<file path="src/rtl/ring_mon_pkg.sv">
// ---------------------------------------------------------------------------
// ring_mon_pkg
//   Shared definitions for the one-hot ring supervisor.
//   - state_t      : supervisor FSM states
//   - MAX_WIDTH    : widest ring the helper functions can handle
//   - home_pattern : HOME value (MSB set) for a given ring width
//   - rotl         : one-position left rotation inside a ring of given width
//   - onehot_idx   : bit index of the set bit in a one-hot value
// The helpers take the ring width as an argument and operate on MAX_WIDTH-wide
// vectors. Callers zero-extend their ring values and truncate the results.
// ---------------------------------------------------------------------------
package ring_mon_pkg;

    localparam int unsigned MAX_WIDTH = 32;
    localparam int unsigned IDX_W     = $clog2(MAX_WIDTH);

    typedef enum logic [2:0] {
        IDLE,
        LOAD,
        SYNC,
        TRACK,
        RECOVER,
        FAULT
    } state_t;

    // Value the ring takes when loaded: only the top bit of the ring set.
    function automatic logic [MAX_WIDTH-1:0] home_pattern(input int unsigned width);
        return MAX_WIDTH'(1) << (width - 1);
    endfunction

    // Rotate left by one inside a ring of 'width' bits; bits above the ring
    // are masked off so the MSB wraps into bit 0.
    function automatic logic [MAX_WIDTH-1:0] rotl(input logic [MAX_WIDTH-1:0] v,
                                                  input int unsigned width);
        logic [MAX_WIDTH-1:0] mask;
        if (width >= MAX_WIDTH) begin
            mask = '1;
        end else begin
            mask = (MAX_WIDTH'(1) << width) - MAX_WIDTH'(1);
        end
        return ((v << 1) | (v >> (width - 1))) & mask;
    endfunction

    // Index of the set bit. Only meaningful for one-hot inputs; for other
    // patterns the highest set bit wins (callers gate the result anyway).
    function automatic logic [IDX_W-1:0] onehot_idx(input logic [MAX_WIDTH-1:0] v);
        logic [MAX_WIDTH-1:0] shifted;
        logic [IDX_W-1:0]     idx;
        idx = '0;
        for (int unsigned i = 0; i < MAX_WIDTH; i++) begin
            shifted = v >> i;
            if (shifted[0]) begin
                idx = IDX_W'(i);
            end
        end
        return idx;
    endfunction

endpackage

</file>
<file path="src/rtl/ring_onehot_check.sv">
// ---------------------------------------------------------------------------
// ring_onehot_check
//   Purely combinational pattern checker for the supervised ring.
//   Ports:
//     ring_in      in   WIDTH          current ring register value
//     prev         in   WIDTH          last value accepted by the supervisor
//     is_onehot    out  1              exactly one bit of ring_in set
//     is_home      out  1              ring_in equals HOME (MSB only)
//     matches_rotl out  1              ring_in is one-hot and equals rotl(prev)
//     idx          out  $clog2(WIDTH)  index of the set bit of ring_in
// ---------------------------------------------------------------------------
module ring_onehot_check
    import ring_mon_pkg::*;
#(
    parameter int unsigned WIDTH = 4
) (
    input  logic [WIDTH-1:0]         ring_in,
    input  logic [WIDTH-1:0]         prev,
    output logic                     is_onehot,
    output logic                     is_home,
    output logic                     matches_rotl,
    output logic [$clog2(WIDTH)-1:0] idx
);

    localparam int unsigned IW = $clog2(WIDTH);
    localparam logic [WIDTH-1:0] HOME = WIDTH'(home_pattern(WIDTH));

    logic [WIDTH-1:0] expected;

    always_comb begin
        expected     = WIDTH'(rotl(MAX_WIDTH'(prev), WIDTH));
        is_onehot    = $onehot(ring_in);
        is_home      = (ring_in == HOME);
        // Qualify with is_onehot so a corrupted prev can never make an
        // invalid pattern look like a legal step.
        matches_rotl = is_onehot && (ring_in == expected);
        idx          = IW'(onehot_idx(MAX_WIDTH'(ring_in)));
    end

endmodule

</file>
<file path="src/rtl/ring_phase_monitor.sv">
// ---------------------------------------------------------------------------
// ring_phase_monitor
//   Supervisor for a WIDTH-bit one-hot rotating ring register. Requests the
//   ring load, follows the rotation every cycle, reports the phase index,
//   counts revolutions, and on corruption reloads the ring. Too many
//   consecutive failed resyncs latch a sticky fault.
//   All outputs are registered: a check made in cycle c is visible in c+1.
//   Ports:
//     clk          in   1               clock, rising edge
//     rst          in   1               synchronous, active-high reset
//     start        in   1               begin supervision (IDLE only)
//     stop         in   1               back to IDLE from any state but FAULT
//     clear_fault  in   1               FAULT -> IDLE
//     ring_in      in   WIDTH           current ring register value
//     ring_ld      out  1               ring load request (ring loads HOME)
//     phase_idx    out  $clog2(WIDTH)   index of the active ring bit
//     phase_valid  out  1               phase_idx holds a checked value
//     rev_tick     out  1               pulse per completed revolution
//     rev_count    out  REV_CNT_W       revolution count (wraps)
//     err          out  1               pulse on rotation/sync mismatch
//     err_count    out  ERR_CNT_W       total mismatches (saturating)
//     fault        out  1               sticky fault flag
// ---------------------------------------------------------------------------
module ring_phase_monitor
    import ring_mon_pkg::*;
#(
    parameter int unsigned WIDTH      = 4,
    parameter int unsigned REV_CNT_W  = 8,
    parameter int unsigned ERR_CNT_W  = 8,
    parameter int unsigned ERR_THRESH = 2
) (
    input  logic                     clk,
    input  logic                     rst,
    input  logic                     start,
    input  logic                     stop,
    input  logic                     clear_fault,
    input  logic [WIDTH-1:0]         ring_in,
    output logic                     ring_ld,
    output logic [$clog2(WIDTH)-1:0] phase_idx,
    output logic                     phase_valid,
    output logic                     rev_tick,
    output logic [REV_CNT_W-1:0]     rev_count,
    output logic                     err,
    output logic [ERR_CNT_W-1:0]     err_count,
    output logic                     fault
);

    localparam int unsigned IW = $clog2(WIDTH);
    // One spare bit so the threshold itself is always representable.
    localparam int unsigned CW = $clog2(ERR_THRESH + 1) + 1;

    state_t           state;
    logic [WIDTH-1:0] prev;
    logic [CW-1:0]    consec_err;

    logic             is_onehot;
    logic             is_home;
    logic             matches_rotl;
    logic [IW-1:0]    idx;

    logic [CW-1:0]        consec_inc;
    logic [ERR_CNT_W-1:0] err_count_inc;
    logic                 retry_ld;

    ring_onehot_check #(
        .WIDTH (WIDTH)
    ) u_check (
        .ring_in      (ring_in),
        .prev         (prev),
        .is_onehot    (is_onehot),
        .is_home      (is_home),
        .matches_rotl (matches_rotl),
        .idx          (idx)
    );

    always_comb begin
        consec_inc    = (consec_err == '1) ? consec_err : consec_err + CW'(1);
        err_count_inc = (err_count == '1) ? err_count : err_count + ERR_CNT_W'(1);
        // ring_ld is a registered output, so the reload for RECOVER has to be
        // decided on the way in, from the failure count RECOVER will see.
        retry_ld      = (consec_inc < CW'(ERR_THRESH));
    end

    always_ff @(posedge clk) begin
        if (rst) begin
            state       <= IDLE;
            prev        <= '0;
            consec_err  <= '0;
            ring_ld     <= 1'b0;
            phase_idx   <= '0;
            phase_valid <= 1'b0;
            rev_tick    <= 1'b0;
            rev_count   <= '0;
            err         <= 1'b0;
            err_count   <= '0;
            fault       <= 1'b0;
        end else begin
            // Pulsed outputs default low every cycle.
            ring_ld  <= 1'b0;
            rev_tick <= 1'b0;
            err      <= 1'b0;

            if (stop && (state != FAULT)) begin
                // stop overrides every transition; any pending load is dropped.
                state       <= IDLE;
                phase_valid <= 1'b0;
            end else begin
                unique case (state)
                    IDLE: begin
                        phase_valid <= 1'b0;
                        if (start) begin
                            state   <= LOAD;
                            ring_ld <= 1'b1;
                        end
                    end

                    LOAD: begin
                        state <= SYNC;
                    end

                    SYNC: begin
                        if (is_onehot && is_home) begin
                            state       <= TRACK;
                            prev        <= ring_in;
                            phase_idx   <= idx;
                            phase_valid <= 1'b1;
                        end else begin
                            state      <= RECOVER;
                            err        <= 1'b1;
                            err_count  <= err_count_inc;
                            consec_err <= consec_inc;
                            ring_ld    <= retry_ld;
                        end
                    end

                    TRACK: begin
                        if (matches_rotl) begin
                            prev      <= ring_in;
                            phase_idx <= idx;
                            // The SYNC entry is not a revolution; only a
                            // checked step back onto HOME is.
                            if (is_home) begin
                                rev_tick   <= 1'b1;
                                rev_count  <= rev_count + REV_CNT_W'(1);
                                consec_err <= '0;
                            end
                        end else begin
                            state       <= RECOVER;
                            phase_valid <= 1'b0;
                            err         <= 1'b1;
                            err_count   <= err_count_inc;
                            consec_err  <= consec_inc;
                            ring_ld     <= retry_ld;
                        end
                    end

                    RECOVER: begin
                        if (consec_err >= CW'(ERR_THRESH)) begin
                            state <= FAULT;
                            fault <= 1'b1;
                        end else begin
                            state <= SYNC;
                        end
                    end

                    FAULT: begin
                        phase_valid <= 1'b0;
                        if (clear_fault) begin
                            state      <= IDLE;
                            fault      <= 1'b0;
                            consec_err <= '0;
                        end
                    end

                    default: begin
                        state       <= IDLE;
                        phase_valid <= 1'b0;
                    end
                endcase
            end
        end
    end

endmodule

</file>
<file path="config.mk">
export PLATFORM = sky130hd
export DESIGN_NAME = ring_phase_monitor
export DESIGN_NICKNAME = d
export VERILOG_FILES = /design/src/rtl/ring_mon_pkg.sv /design/src/rtl/ring_onehot_check.sv /design/src/rtl/ring_phase_monitor.sv
export SDC_FILE = /design/constraint.sdc
export NUM_CORES = 1
export LEC_CHECK = 0
export ABC_AREA = 1
export CAP_MARGIN = 5
export CORE_ASPECT_RATIO = 0.75
export CORE_MARGIN = 5
export CORE_UTILIZATION = 48
export DETAILED_ROUTE_END_ITERATION = 6
export PLACE_DENSITY = 0.76
export RECOVER_POWER = 50
export SKIP_LAST_GASP = 1
export SYNTH_ARGS = -nofsm -noshare
export SYNTH_HDL_FRONTEND = slang
export SYNTH_SLANG_ARGS = --single-unit
</file>
<file path="constraint.sdc">
create_clock -name clk -period 2.85 [get_ports clk]
set_input_delay 0.7125 -clock clk [delete_from_list [all_inputs] [get_ports clk]]
set_output_delay 0.7125 -clock clk [all_outputs]
set_load 0.1 [all_outputs]
</file>
==> flow_summary.yaml <==
status:
  status: "completed"
clocking:
  clockBufferDepth: 2
  cts-buffers-inserted: 5
  cts_num_sinks: 33
  cts_tree: "yes"
  path_clk_slew_ns: 0.06
  clock_latency_ns: 0.28
  cts-htree-levels: 2
  cts_root_buf: "clkbuf_8"
  ctsHoldBuffers: 0
layout:
  insertedDiodeCount: 0
  drive_gt1_frac: 0.202
  final_core_utilization: 0.628
  syn2layout_area_growth_pct: 28.3
  n_fill_cell: 405
  design_area_um2: 2520
  nets: 355
worst_hold_path:
  hold_class: "flop to flop"
  min_to: "phase_valid$_SDFFE_PP0P_"
  whs_path_depth: 2
  min-delay-start: "phase_valid$_SDFFE_PP0P_"
timing:
  fin_crit_sh: 0.928
  setup_tns_ns: 0
  maxSlewViolCount: 0
  fin_skew_ns: 0.00547
  worst_slew_pin_slew_ns: 1.19
  fin_crit_ns: 2.65
  slew_headroom: 0.213
  finalHoldViolations: 0
  rsz0062_at_grt: "no"
  fmax_mhz: 378
  finalSetupViolCount: 0
floorplanning:
  die_area_um2: 5480
  die_y_um: 65.4
  start_util: 0.490
  ioPinCount: 32
  coreArea_um2: 4000
  die_width_um: 83.8
  fp-row-count: 20
global_routing:
  grt_pass1_vias: 1821
  antenna_found_initial: 0
  grtUsageTotal: 0.180
  grt_pass1_wl_um: 8080
  grt_max_degree: 15
  grt_remaining_overflow: 0
synthesis:
  seq_area_frac_synth: 0.337
  synth_mux_area_frac: 0
  netlist_area_um2: 1960
  yosys.area_share.adder: 0.0740
  synthFlopType: "dfxtp_1"
  synth_top_area_cell: "dfxtp_1"
  synth_xor_area_frac: 0.0536
  synth_edf_count: 0
  synth_compound_gate_area_share: 0.0804
  netlist_top_cells_count: "nand2_1 (71), dfxtp_1 (33), inv_1 (28), nand3_1 (27), a21oi_1 (24)"
  synth.ff_latch_count: 33
  synth_top_area_share: 0.337
  synthMostInstantiatedCell: "nand2_1"
  synth_top_family_by_area: "simple AND/OR/NAND/NOR gates"
  syn_nets: 296
  netlist_top_cells_area: "dfxtp_1 (34%), nand2_1 (14%), nand3_1 (6.9%)"
  syn_area_per_cell_um2: 7.11
  async_reset_ff_frac: 0
  synth-simple-area-share: 0.383
  synthDistinctLibCells: 27
  syn_inst: 276
  yosysWarnings: 0
route:
  avgViaCountPerCell: 4.91
  dr.pass1.iters: 4
  ant_nets: 0
  wl_per_cell_um: 11.8
  dr_total_vias: 1920
  drt_iter0_markers: 199
  remaining_drc_errors: 0
  drt_wl_total_um: 4620
pwr:
  switching_share: 0.245
  powerDensity_nw_per_um2: 425
  vdd_drop_max_mv: 0.285
  p_int_w: 0.000807
  p_clk_frac: 0.423
  p_leak_nw: 1.11
  power_frac_comb: 0.133
  p_total_w: 0.00107
  p_sw_w: 0.000262
  seq_power_share: 0.444
critical_path:
  r2r-end: "rev_count[7]$_SDFFE_PP0P_"
  crit_buf_inv: 5
  critPathArrivalTime_ns: 2.80
  crit_fanout: 5
  cp-start-kind: "primary input"
  worstPathRequired_ns: 3.00
  cp-end-kind: "flop"
  r2r_setup_slack_ns: 1.25
  critPathTopFamily: "adder cells"
  rr_worst_depth: 7
  r2r-start: "state[0]$_SDFFE_PP0P_"
  crit_chain: "clkbuf_2 > inv_2 > ha_1 > ha_2 > fa_1 > inv_1 > nand2_2 > nor2_4 > nand2_1 > nor2_2 > nand3_2 > buf_6 > buf_4 > nand3_1 > a21oi_1"
  worstSetupPathType: "primary input to flop"
  crit_slowest_cell: "fa_1"
  crit_path_max_incr_delay_ns: 0.44
flow_run:
  maxCapViolCount: 0
placed_design:
  io_buffer_count: 31
  dpl_cell_area_um2: 2450
  dpl.hpwl_um: 3520
  place.gp.congestion: 0.944
-- how the worst max path moves through the flow --
stage	from	to	slack, ns	cells after the start
2_1_floorplan	ring_in[0]	rev_count[4]$_SDFFE_PP0P_	0.08	14
3_3_place_gp	ring_in[0]	consec_err[2]$_SDFFE_PP0P_	-0.42	16
3_5_place_dp	ring_in[0]	consec_err[1]$_SDFFE_PP0P_	-0.50	16
4_1_cts	ring_in[0]	err_count[6]$_SDFFE_PP0P_	0.06	15
5_1_grt	ring_in[2]	err_count[6]$_SDFFE_PP0P_	0.06	15
6_report	ring_in[2]	err_count[6]$_SDFFE_PP0P_	0.20	15
-- power groups by stage --
stage	logic (W)	registers [W]	clock network, W
after detailed placement	0.000141	0.000484	0
after CTS	0.000144	0.000474	0.000463
after floorplan	0.0000735	0.000499	0
after global routing	0.000159	0.000475	0.000488
final	0.000143	0.000474	0.000452
after global placement	0.000139	0.000484	0
-- layout by cell type, fill, tap and decap left out, types with 6 or more instances in the layout --
master / synthesis / final
a21oi_1: 24 / 22
buf_4: 0 / 20
clkbuf_1: 2 / 24
clkbuf_8: 0 / 6
dfxtp_1: 33 / 33
ha_1: 10 / 9
inv_1: 28 / 25
inv_2: 5 / 8
nand2_1: 71 / 70
nand3_1: 27 / 26
nand4_1: 9 / 9
nor2_1: 22 / 21
nor2_2: 5 / 6
xnor2_1: 6 / 6
xor2_1: 6 / 6
-- flip-flops by register name (all words and copies together) (netlist names), 2 cells and up --
name        cells
rev_count       8
err_count       8
state           3
phase_idx       2
prev            4
consec_err      3
-- logic make-up (layout without fill, tap and decap cells) --
logic type	Yosys count	in the layout
xor+xnor	12	12
fa+ha+maj	11	11
compound gates	31	31
buf+inv	36	96
simple gates	153	153
flops	33	33
-- layer usage --
| layer | routed length, um | vias to the layer above | global-route usage |
|---|---|---|---|
| met1 | 2250 | 859 | 0.243 |
| met3 | 262 | 5 | 0.0489 |
| met2 | 2070 | 47 | 0.290 |
| met4 | 29 | 0 | 0.0361 |
| met5 | 0 | - | 0 |
| li1 | - | 1009 | - |
-- metrics by stage --
step           worst slack, ns  hold slack [ns]  std cells
2_1_floorplan           0.0821            0.453        276
3_3_place_gp            -0.416            0.452        380
3_5_place_dp            -0.495            0.454        380
4_1_cts                 0.0557            0.464        390
5_1_grt                 0.0596            0.504        391
6_report                 0.205            0.458        391
-- area by class of cell --
| type | count | area, um2 | area share |
|---|---|---|---|
| Clock buffer | 7 | 86.3 | 0.0343 |
| Tap cell | 55 | 68.8 | 0.0273 |
| Sequential cell | 33 | 661 | 0.263 |
| Timing Repair Buffer | 55 | 359 | 0.143 |
| Clock inverter | 1 | 30.0 | 0.0119 |
| Inverter | 33 | 124 | 0.0492 |
| Multi-Input combinational cell | 207 | 1190 | 0.472 |
-- worst min-delay path, cell delays in order (launching register included) --
cell	delay, ns
dfxtp_1	0.31
nand2_1	0.06
a21oi_1	0.05
-- repair_timing --
action                                  CTS  global route
endpoints found under the setup margin   32            30
pin swaps                                 3             3
gates cloned                              0             0
gates resized for setup                  12            12
buffers inserted                          2             1
Power figures use the tool's default switching activity.
